**config.mk**
```make
export PLATFORM = sky130hd
export DESIGN_NAME = mapper4510_hyper_ctx
export DESIGN_NICKNAME = d
export VERILOG_FILES = /design/src/rtl/mapper4510_pkg.sv /design/src/rtl/mapper4510_shadow_rf.sv /design/src/rtl/mapper4510_hyper_ctx.sv
export SDC_FILE = /design/constraint.sdc
export NUM_CORES = 1
export LEC_CHECK = 0
export ABC_AREA = 1
export CAP_MARGIN = 20
export CORE_ASPECT_RATIO = 1.25
export CORE_MARGIN = 5
export CORE_UTILIZATION = 47
export CTS_BUF_LIST = sky130_fd_sc_hd__clkbuf_16
export DETAILED_ROUTE_END_ITERATION = 6
export PLACE_DENSITY = 0.77
export REMOVE_ABC_BUFFERS = 1
export SYNTH_ARGS = -nofsm -noshare
export SYNTH_HDL_FRONTEND = slang
export SYNTH_SLANG_ARGS = --single-unit
```
**constraint.sdc**
```tcl
create_clock -name clk -period 1.1 [get_ports clk]
set_input_delay 0.165 -clock clk [delete_from_list [all_inputs] [get_ports clk]]
set_output_delay 0.165 -clock clk [all_outputs]
set_load 0.005 [all_outputs]
```
**src/rtl/mapper4510_pkg.sv**
```systemverilog
// Shared definitions for the 4510 mapper hypervisor context save/restore.
// Holds the register index constants, the state encoding and small helpers
// that map a state onto the mapper register it works on.
package mapper4510_pkg;

    // Mapper register indices as seen on the readback/write select buses.
    localparam logic [1:0] MAP_IDX_A = 2'd3;
    localparam logic [1:0] MAP_IDX_X = 2'd2;
    localparam logic [1:0] MAP_IDX_Y = 2'd1;
    localparam logic [1:0] MAP_IDX_Z = 2'd0;

    // Number of shadow bytes, one per mapper register.
    localparam int SHADOW_DEPTH = 4;

    // Sequencer states: one per register for both the save and the restore walk.
    typedef enum logic [3:0] {
        IDLE   = 4'd0,
        SAVE_A = 4'd1,
        SAVE_X = 4'd2,
        SAVE_Y = 4'd3,
        SAVE_Z = 4'd4,
        RST_A  = 4'd5,
        RST_X  = 4'd6,
        RST_Y  = 4'd7,
        RST_Z  = 4'd8
    } ctx_state_t;

    // Register index handled by a given state (Z for IDLE, which never uses it).
    function automatic logic [1:0] state_idx(input ctx_state_t s);
        logic [1:0] idx;
        case (s)
            SAVE_A, RST_A: idx = MAP_IDX_A;
            SAVE_X, RST_X: idx = MAP_IDX_X;
            SAVE_Y, RST_Y: idx = MAP_IDX_Y;
            default:       idx = MAP_IDX_Z;
        endcase
        return idx;
    endfunction

    // Successor of a state once its register has been handled.
    function automatic ctx_state_t next_step(input ctx_state_t s);
        ctx_state_t n;
        case (s)
            SAVE_A:  n = SAVE_X;
            SAVE_X:  n = SAVE_Y;
            SAVE_Y:  n = SAVE_Z;
            RST_A:   n = RST_X;
            RST_X:   n = RST_Y;
            RST_Y:   n = RST_Z;
            default: n = IDLE;
        endcase
        return n;
    endfunction

    function automatic logic is_save_state(input ctx_state_t s);
        return (s == SAVE_A) || (s == SAVE_X) || (s == SAVE_Y) || (s == SAVE_Z);
    endfunction

    function automatic logic is_rst_state(input ctx_state_t s);
        return (s == RST_A) || (s == RST_X) || (s == RST_Y) || (s == RST_Z);
    endfunction

endpackage

```
**src/rtl/mapper4510_shadow_rf.sv**
```systemverilog
// Four-byte shadow copy of the user mapper registers.
// Two write sources: the save sequencer capture and the hypervisor port.
// When both target the same byte in one cycle the capture wins, so a save
// always records the true mapper contents. Reads are combinational.
module mapper4510_shadow_rf
    import mapper4510_pkg::*;
(
    input  logic       clk,
    input  logic       reset,
    input  logic       cap_en,
    input  logic [1:0] cap_sel,
    input  logic [7:0] cap_data,
    input  logic       we,
    input  logic [1:0] wr_sel,
    input  logic [7:0] wr_data,
    input  logic [1:0] rd_sel,
    output logic [7:0] rd_data,
    input  logic [1:0] rst_sel,
    output logic [7:0] rst_data
);

    logic [SHADOW_DEPTH-1:0][7:0] shadow_q;

    generate
        for (genvar gi = 0; gi < SHADOW_DEPTH; gi++) begin : g_entry
            logic [7:0] entry_reg;

            // One shadow byte: cleared on reset, capture beats hypervisor write.
            always_ff @(posedge clk) begin
                if (reset) begin
                    entry_reg <= '0;
                end else if (cap_en && (cap_sel == 2'(gi))) begin
                    entry_reg <= cap_data;
                end else if (we && (wr_sel == 2'(gi))) begin
                    entry_reg <= wr_data;
                end
            end

            assign shadow_q[gi] = entry_reg;
        end
    endgenerate

    // Hypervisor read port and restore-data read port.
    assign rd_data  = shadow_q[rd_sel];
    assign rst_data = shadow_q[rst_sel];

endmodule

```
**src/rtl/mapper4510_hyper_ctx.sv**
```systemverilog
// Hypervisor trap context engine for the 4510 mapper.
// On trap entry the user A/X/Y/Z mapper registers are read back one per
// cycle into a shadow; on trap exit the shadow is written back one per cycle,
// stalling while the mapper is busy executing MAP. Requests that arrive while
// a walk is in progress are remembered (one of each kind) and run afterwards,
// save first.
module mapper4510_hyper_ctx
    import mapper4510_pkg::*;
(
    input  logic       clk,
    input  logic       reset,
    input  logic       trap_enter,
    input  logic       trap_exit,
    input  logic       map,
    input  logic [7:0] map_reg_data,
    output logic [1:0] map_reg_rd_sel,
    output logic [1:0] map_reg_write_sel,
    output logic       hypervisor_load_user_reg,
    output logic [7:0] map_wr_data,
    input  logic [1:0] shadow_rd_sel,
    output logic [7:0] shadow_rd_data,
    input  logic       shadow_we,
    input  logic [1:0] shadow_wr_sel,
    input  logic [7:0] shadow_wr_data,
    output logic       busy,
    output logic       done,
    output logic       shadow_valid,
    output logic       restore_err
);

    ctx_state_t state_reg;
    ctx_state_t state_next;

    logic pend_save_reg;
    logic pend_save_next;
    logic pend_rst_reg;
    logic pend_rst_next;
    logic valid_reg;
    logic valid_next;
    logic done_reg;
    logic done_next;
    logic err_reg;
    logic err_next;

    logic       go_save;
    logic       go_rst;
    logic       cap_en;
    logic       load_en;
    logic [1:0] cur_idx;
    logic [7:0] rst_data;

    assign cur_idx = state_idx(state_reg);

    mapper4510_shadow_rf u_shadow_rf (
        .clk      (clk),
        .reset    (reset),
        .cap_en   (cap_en),
        .cap_sel  (cur_idx),
        .cap_data (map_reg_data),
        .we       (shadow_we),
        .wr_sel   (shadow_wr_sel),
        .wr_data  (shadow_wr_data),
        .rd_sel   (shadow_rd_sel),
        .rd_data  (shadow_rd_data),
        .rst_sel  (cur_idx),
        .rst_data (rst_data)
    );

    // Sequencer state, pending requests, shadow-valid flag and status pulses.
    always_ff @(posedge clk) begin
        if (reset) begin
            state_reg     <= IDLE;
            pend_save_reg <= 1'b0;
            pend_rst_reg  <= 1'b0;
            valid_reg     <= 1'b0;
            done_reg      <= 1'b0;
            err_reg       <= 1'b0;
        end else begin
            state_reg     <= state_next;
            pend_save_reg <= pend_save_next;
            pend_rst_reg  <= pend_rst_next;
            valid_reg     <= valid_next;
            done_reg      <= done_next;
            err_reg       <= err_next;
        end
    end

    // Next-state logic: start requests in IDLE, walk the registers otherwise.
    always_comb begin
        state_next     = state_reg;
        pend_save_next = pend_save_reg;
        pend_rst_next  = pend_rst_reg;
        valid_next     = valid_reg;
        done_next      = 1'b0;
        err_next       = 1'b0;
        cap_en         = 1'b0;
        load_en        = 1'b0;
        go_save        = trap_enter | pend_save_reg;
        go_rst         = trap_exit | pend_rst_reg;

        if (state_reg == IDLE) begin
            if (go_save) begin
                // A simultaneous exit must wait until the save has finished.
                state_next     = SAVE_A;
                pend_save_next = 1'b0;
                pend_rst_next  = go_rst;
            end else if (go_rst) begin
                pend_rst_next = 1'b0;
                if (valid_reg) begin
                    state_next = RST_A;
                end else begin
                    // Nothing saved yet: refuse without touching the mapper.
                    done_next = 1'b0 | 1'b1;
                    err_next  = 1'b1;
                end
            end
        end else begin
            // Remember at most one request of each kind while busy.
            pend_save_next = pend_save_reg | trap_enter;
            pend_rst_next  = pend_rst_reg | trap_exit;

            if (is_save_state(state_reg)) begin
                cap_en     = 1'b1;
                state_next = next_step(state_reg);
                if (state_reg == SAVE_Z) begin
                    valid_next = 1'b1;
                    done_next  = 1'b1;
                end
            end else if (!map) begin
                // Writes to the mapper are held off while MAP is executing.
                load_en    = 1'b1;
                state_next = next_step(state_reg);
                if (state_reg == RST_Z) begin
                    done_next = 1'b1;
                end
            end
        end
    end

    // Mapper-facing outputs, forced quiet while reset is asserted.
    always_comb begin
        busy                     = 1'b0;
        map_reg_rd_sel           = MAP_IDX_Z;
        map_reg_write_sel        = MAP_IDX_Z;
        map_wr_data              = 8'h00;
        hypervisor_load_user_reg = 1'b0;
        if (!reset) begin
            busy = (state_reg != IDLE);
            if (is_save_state(state_reg)) begin
                map_reg_rd_sel = cur_idx;
            end
            if (is_rst_state(state_reg)) begin
                map_reg_write_sel        = cur_idx;
                map_wr_data              = rst_data;
                hypervisor_load_user_reg = load_en;
            end
        end
    end

    assign done         = done_reg;
    assign restore_err  = err_reg;
    assign shadow_valid = valid_reg;

endmodule
```
# Word level (Yosys, flattened, before mapping)
# Index checks and enable logic that the tools add are counted.
word_totals:
  ff_bits: 41
  in_bits: 26
classes:
  order_cmp: 2
  eq_ne: 18
  muxes: 47
  bitwise_logic: 3
  n_reduce_logical: 28
ops:
  columns: ["cell", "count"]
  rows:
  - ["8-bit 2-to-1 mux", 12]
  - ["8-bit binary-select mux with 2-bit select", 2]
  - ["4-bit 2-to-1 mux", 6]
  - ["4-bit case mux with 6 select lines", 1]
  - ["1-bit 2-to-1 mux", 21]
  - ["4-bit by 3-bit equality test with 1-bit output (second input constant)", 4]
  - ["2-bit equality test (second input constant)", 4]
  - ["4-bit by 2-bit equality test with 1-bit output (second input constant)", 2]
  - ["1-bit logical AND", 8]
  - ["2-bit 2-to-1 mux", 4]
  - ["2-bit nonzero test", 4]
  - ["2-bit OR reduction", 4]
  - ["1-bit logical OR", 6]
  - ["2-bit by 3-bit less-than comparator with 1-bit output (second input constant)", 2]
  - ["3-bit inequality test (second input constant)", 2]
  - ["2-bit case mux with 3 select lines", 1]
  - ["3-bit AND reduction", 2]
  - ["2-bit by 1-bit equality test with 1-bit output (second input constant)", 2]
  - ["4-bit by 1-bit equality test with 1-bit output (second input constant)", 1]
  - ["4-bit equality test (second input constant)", 1]
  - ["2-bit logical NOT", 2]
  - ["4-bit logical NOT", 1]
  - ["4-bit nonzero test", 1]
  - ["3-bit by 1-bit inequality test with 1-bit output (second input constant)", 1]
  - ["other kinds (3)", 4]

# Longest topological paths before layout
# Gate-level depths: netlist (run 1).
depth:
  ltp_word: 8
  mapped_depth: 8
  mapped_depth_nobuf: 8

# By module
# From an unflattened synthesis (run 1), not the netlist that was laid out.
unflattened:
  hier_cells: 438
  hier_area_um2: 2758.9
by_module_without_submodules:
  columns: ["mod", "n_inst", "cells_each", "area_per_inst_um2"]
  rows:
  - ["mapper4510_shadow_rf", 1, 334, 2118.3]
  - ["mapper4510_hyper_ctx", 1, 104, 640.6]

# Worst setup path before layout (run 1)
# No wires, ideal clock.
synth_path:
  kind: "register to output"
  startpoint: "register state_reg[2]"
  endpoint: "output map_reg_rd_sel[0]"
  t_arrival_ns: 1.103
  required_time_ns: 0.935
  setup_slack_ns: -0.168
  stages_incl_launch_ff: 8
  cell_sequence: "dfxtp_1 inv_1 nor2_2 nand2_1 buf_2 o21ai_0 nand2_1 nor2_1"
synth_via:
  elab_chain_len: 6
  elab_cells_between_ends: 16
  classes_between: "eq/ne (7); mux (3); reduce/logical (6)"
synth_rtl:
  columns: ["element", "line_no", "rtl"]
  rows:
  - ["start: declaration", "mapper4510_hyper_ctx.sv:31", "ctx_state_t state_reg;"]
  - ["start signal: assignment", "mapper4510_hyper_ctx.sv:79", "state_reg <= state_next;"]
  - ["branches (longest 4 deep; another with 4-bit by 2-bit equality test with 1-bit output)", null, null]
  - ["2-bit 2-to-1 mux (*)", "mapper4510_hyper_ctx.sv:149", "if (is_save_state(state_reg)) begin"]
  - ["2-bit 2-to-1 mux (*)", "mapper4510_hyper_ctx.sv:147", "if (!reset) begin"]
  - ["end: declaration", "mapper4510_hyper_ctx.sv:16", "output logic [1:0] map_reg_rd_sel,"]
# Mark *: on every way between the ends.

# Final worst setup path (run 1)
layout_path:
  startpoint: "register state_reg[2]"
  endpoint: "output map_wr_data[5]"
layout_via:
  elab_chain_len: 7
  elab_cells_between_ends: 18
  classes_between: "eq/ne (7); mux (5); reduce/logical (6)"
layout_rtl:
  columns: ["element", "line_no", "rtl"]
  rows:
  - ["4-bit by 2-bit equality test with 1-bit output, or another cell as far along", "mapper4510_pkg.sv:31", "case (s)"]
  - ["2-bit OR reduction", "mapper4510_pkg.sv:31", null]
  - ["2-bit case mux with 3 select lines", "mapper4510_pkg.sv:31", null]
  - ["8-bit binary-select mux with 2-bit select", "mapper4510_shadow_rf.sv:45", "assign rst_data = shadow_q[rst_sel];"]
  - ["8-bit 2-to-1 mux (not written as such)", "mapper4510_shadow_rf.sv:45", null]
  - ["8-bit 2-to-1 mux (*)", "mapper4510_hyper_ctx.sv:152", "if (is_rst_state(state_reg)) begin"]
  - ["8-bit 2-to-1 mux (*)", "mapper4510_hyper_ctx.sv:147", null]
  - ["end: declaration", "mapper4510_hyper_ctx.sv:19", "output logic [7:0] map_wr_data,"]
# Every way passes the cells marked *; elsewhere a longest branch is shown, timed or not. The select of a mux whose other input is x is not followed.

==> results of run 1 <==
## routing by layer
layer | wire length, µm | global-route usage [%]
met3 | 1370 | 6.03
met2 | 6140 | 51.3
met4 | 1200 | 18.1
met1 | 4260 | 31.0
met5 | 0 | 0
## power breakdown
part / total [µW] / internal, µW / switching (µW)
logic: 6370 / 2880 / 3490
registers: 2430 / 1950 / 476
clock network: 1410 / 813 / 599
## worst register-to-register path, delay by kind of cell, from the launching register on
kind,cells,cell delay [ns]
flip-flops,1,0.38
AO/OA/AOI/OAI,1,0.18
AND/OR/NAND/NOR,5,0.61
buffers and inverters,2,0.33
## area by class of cell
class / count / area, µm² / area share (%)
inverter: 54 / 239 / 5.19
multi-input combinational: 335 / 1940 / 42.1
sequential: 41 / 892 / 19.4
clock inverter: 2 / 7.51 / 0.163
timing repair buffer: 153 / 1320 / 28.7
clock buffer: 5 / 125 / 2.72
tap: 64 / 80.1 / 1.74
## cells by family after synthesis
logic type             after synthesis  synth area share, %
and+or+nand+nor                    263                 42.9
buffers and inverters               69                 10.5
AOI/OAI and AO/OA                   72                 14.5
DFF                                 41                 32.1
## through the flow
stage,std cells,setup TNS [ns],hold slack [ns]
3_5_place_dp,622,-31.60,0.491
3_3_place_gp,622,-29.57,0.487
6_report,654,-22.51,0.506
4_1_cts,649,-17.56,0.491
5_1_grt,654,-24.74,0.533
2_1_floorplan,430,-14.65,0.234
## cell usage in the layout, fill, tap and decap left out, types with 4 or more instances in the layout
cell and n:
o21ai_2 15, dfxtp_4 12, o22ai_2 5, clkbuf_16 6
a21oi_1 14, inv_2 8, buf_6 18, clkdlybuf4s50_1 23
nand2_1 103, dlygate4sd2_1 4, dfxtp_1 8, o21ai_0 11
nor2_4 12, buf_4 76, nor2_1 41, dfxtp_2 21
inv_1 40, nand3_2 26, nand3_1 42, o21ai_1 22
buf_2 20, buf_12 5, nor2_2 8, nand2_2 17
nand2_4 8
## timing repair
| action | in CTS | in global routing |
|---|---|---|
| cloned | 2 | 1 |
| pin swaps | 30 | 55 |
| buffers inserted | 19 | 7 |
| gates resized for setup | 196 | 150 |
| endpoints found under the setup margin | 65 | 62 |
## how the worst max path moves through the flow
stage / from / end
3_3_place_gp: shadow_rd_sel[0] / shadow_rd_data[5]
2_1_floorplan: state_reg[3] / state_reg[0]
3_5_place_dp: state_reg[0] / hypervisor_load_user_reg
4_1_cts: state_reg[1] / hypervisor_load_user_reg
6_report: state_reg[2] / map_wr_data[5]
5_1_grt: state_reg[2] / map_wr_data[5]
==> summary.md, run 1 <==
| Metric | Value |
|---|---|
| Hold Path Sink | `shadow_valid` |
| Register-to-register setup slack | `-0.52 ns` |
| Worst path required time | `about 0.94 ns` |
| Number of routed nets with antenna violations | `0` |
| Max VDD drop | `approximately 1100 µV` |
| Num CTS Buffers | `5` |
| Worst path depth | `10` |
| Crit-path cells | `inv_4 > nor2_4 > buf_6 > nand2_4 > nand2_4 > nand2_1 > nand2_1 > nor2_1 > nor2_1 > buf_2` |
| Die H | `roughly 92 µm` |
| Die width | `76.0 µm` |
| Post-synth top cells | `126 x nand2_1, 69 x nand3_1, 58 x nor2_1, 53 x inv_1, 48 x o21ai_0` |
| Clk slew on worst S/H paths | `~0.070 ns` |
| Final Cell Area | `between 4000 and 5000 µm²` |
| Post-Synthesis Cells | `445` |
| Clock latency on the worst-skew pair | `0.29 ns` |
| Post-synthesis sequential area ratio | `about a third` |
| GPL Wtd Cong | `around 1.0` |
| Clock root cell | `clkbuf_16` |
| Max incr delay on CP | `0.38 ns` |
| Top-count cell post-synth | `nand2_1` |
| Worst setup EP type | `primary output` |
| Outcome | `finished, violations left` |
| Layout Area Growth over Synthesis | `80.1%` |
| Max-slew violation total from the final report | `0` |
| CP Buf/Inv Count | `3` |
| Post-synth top area share | `~32%` |
| Starting Density | `~48%` |
| Hold depth | `2` |
| Initial DRC count | `about 460` |
| Core Rows | `30` |
| H-Tree Depth | `2` |
| Die ar. | `approximately 7000 µm²` |
| Final core occ | `85.8%` |
| DRT Pass-1 Iters | `6` |
| Reg-to-Reg Start | `state_reg[0]` |
| R2R depth | `8` |
| Syn Area/Cell | `approximately 5.7 µm²` |
| Hold Buf Count CTS | `0` |
| Worst hold start | `shadow_valid` |
| Pin count of the biggest net entering global routing | `29` |
| Crit path arrival time | `roughly 1.7 ns` |
| Total gr overflow | `0` |
| Mapped cell area | `2560 µm²` |
| DP HPWL | `6.67 mm` |
| Initial antenna violation count | `0` |
| CP max stage cell | `dfxtp_4` |
| Total GRT Usage | `29.0%` |
| Final setup viols | `between 60 and 70` |
| Drt via density | `6.26` |
| Asr flop ratio synth | `0%` |
| Post-DP Area | `3690 µm²` |
| Share of post-route cells with drive strength above 1 | `around 47%` |
| Nets | `slightly above 600` |
| RSZ-0062 raised after global routing | `true` |
| Crit-path leading delay family | `simple AND/OR/NAND/NOR gates` |
| Number of enable flip-flop cells after synthesis | `0` |
| Core ar. | `roughly 5400 µm²` |
| Yosys reg bits | `41` |
| Clk_skew | `~0.011 ns` |
| I/O Pins | `between 50 and 60` |
| Top post-synthesis cells by area | `dfxtp_1 32%, nand2_1 19%, nand3_1 14%` |
| Slew headroom | `about four fifths` |
| Pwr per Cell Area | `around 2200 nW/µm²` |
| Warnings from Yosys | `0` |
| Maximum net fanout on the critical path | `8` |
| Fillers | `254` |
| Most used DFF post-synth | `dfxtp_1` |
| Peak Freq | `between 500 and 600 MHz` |
| Post-place setup slack | `-0.773 ns` |
| Max reg flops | `32` |
| CTS tree | `built` |
| Unique masters post-synth | `16` |
| Bufs on Longest Clock Path | `2` |
| CTS sink cnt | `approximately 40` |
| DR DRC count | `0` |
| PortBufs | `50` |
| CP startpoint kind | `register` |
| Final min period | `between 1.5 and 2 ns` |
| Period utilization | `169%` |
| N_diodes | `0` |
| Vias in the first global route | `approximately 3600` |
| HP Class | `reg2reg` |
| Final total power | `~10000 µW` |
| Worst slew pin tran | `roughly 0.28 ns` |
| Failing checks | `negative setup slack` |
| Leakage power | `between 0.002 and 0.0025 µW` |
| Post-Route WL | `between 10 and 15 mm` |
| Drt wl/cell | `roughly 20 µm` |
| Final hold viol count | `0` |
| Cell taking the most area after synthesis | `dfxtp_1` |
| Global-route wire length before repair | `roughly 17 mm` |
| Setup CP Type | `reg2out` |
| Worst setup margin | `-0.760 ns` |
| Routed via count | `around 4000` |
| Reg2reg end | `state_reg[0]` |
| Max cap viols | `0` |
(Power assumes the default switching activity.)
==> run 2, diff against run 1 <==
--- a/config.mk
+++ b/config.mk
@@ -6,7 +6,6 @@
 export NUM_CORES = 1
 export LEC_CHECK = 0
 export ABC_AREA = 1
-export CAP_MARGIN = 20
 export CORE_ASPECT_RATIO = 1.25
 export CORE_MARGIN = 5
 export CORE_UTILIZATION = 47
==> results of run 2 <==
Final layout, timing and power as in run 1 (identical DEF).
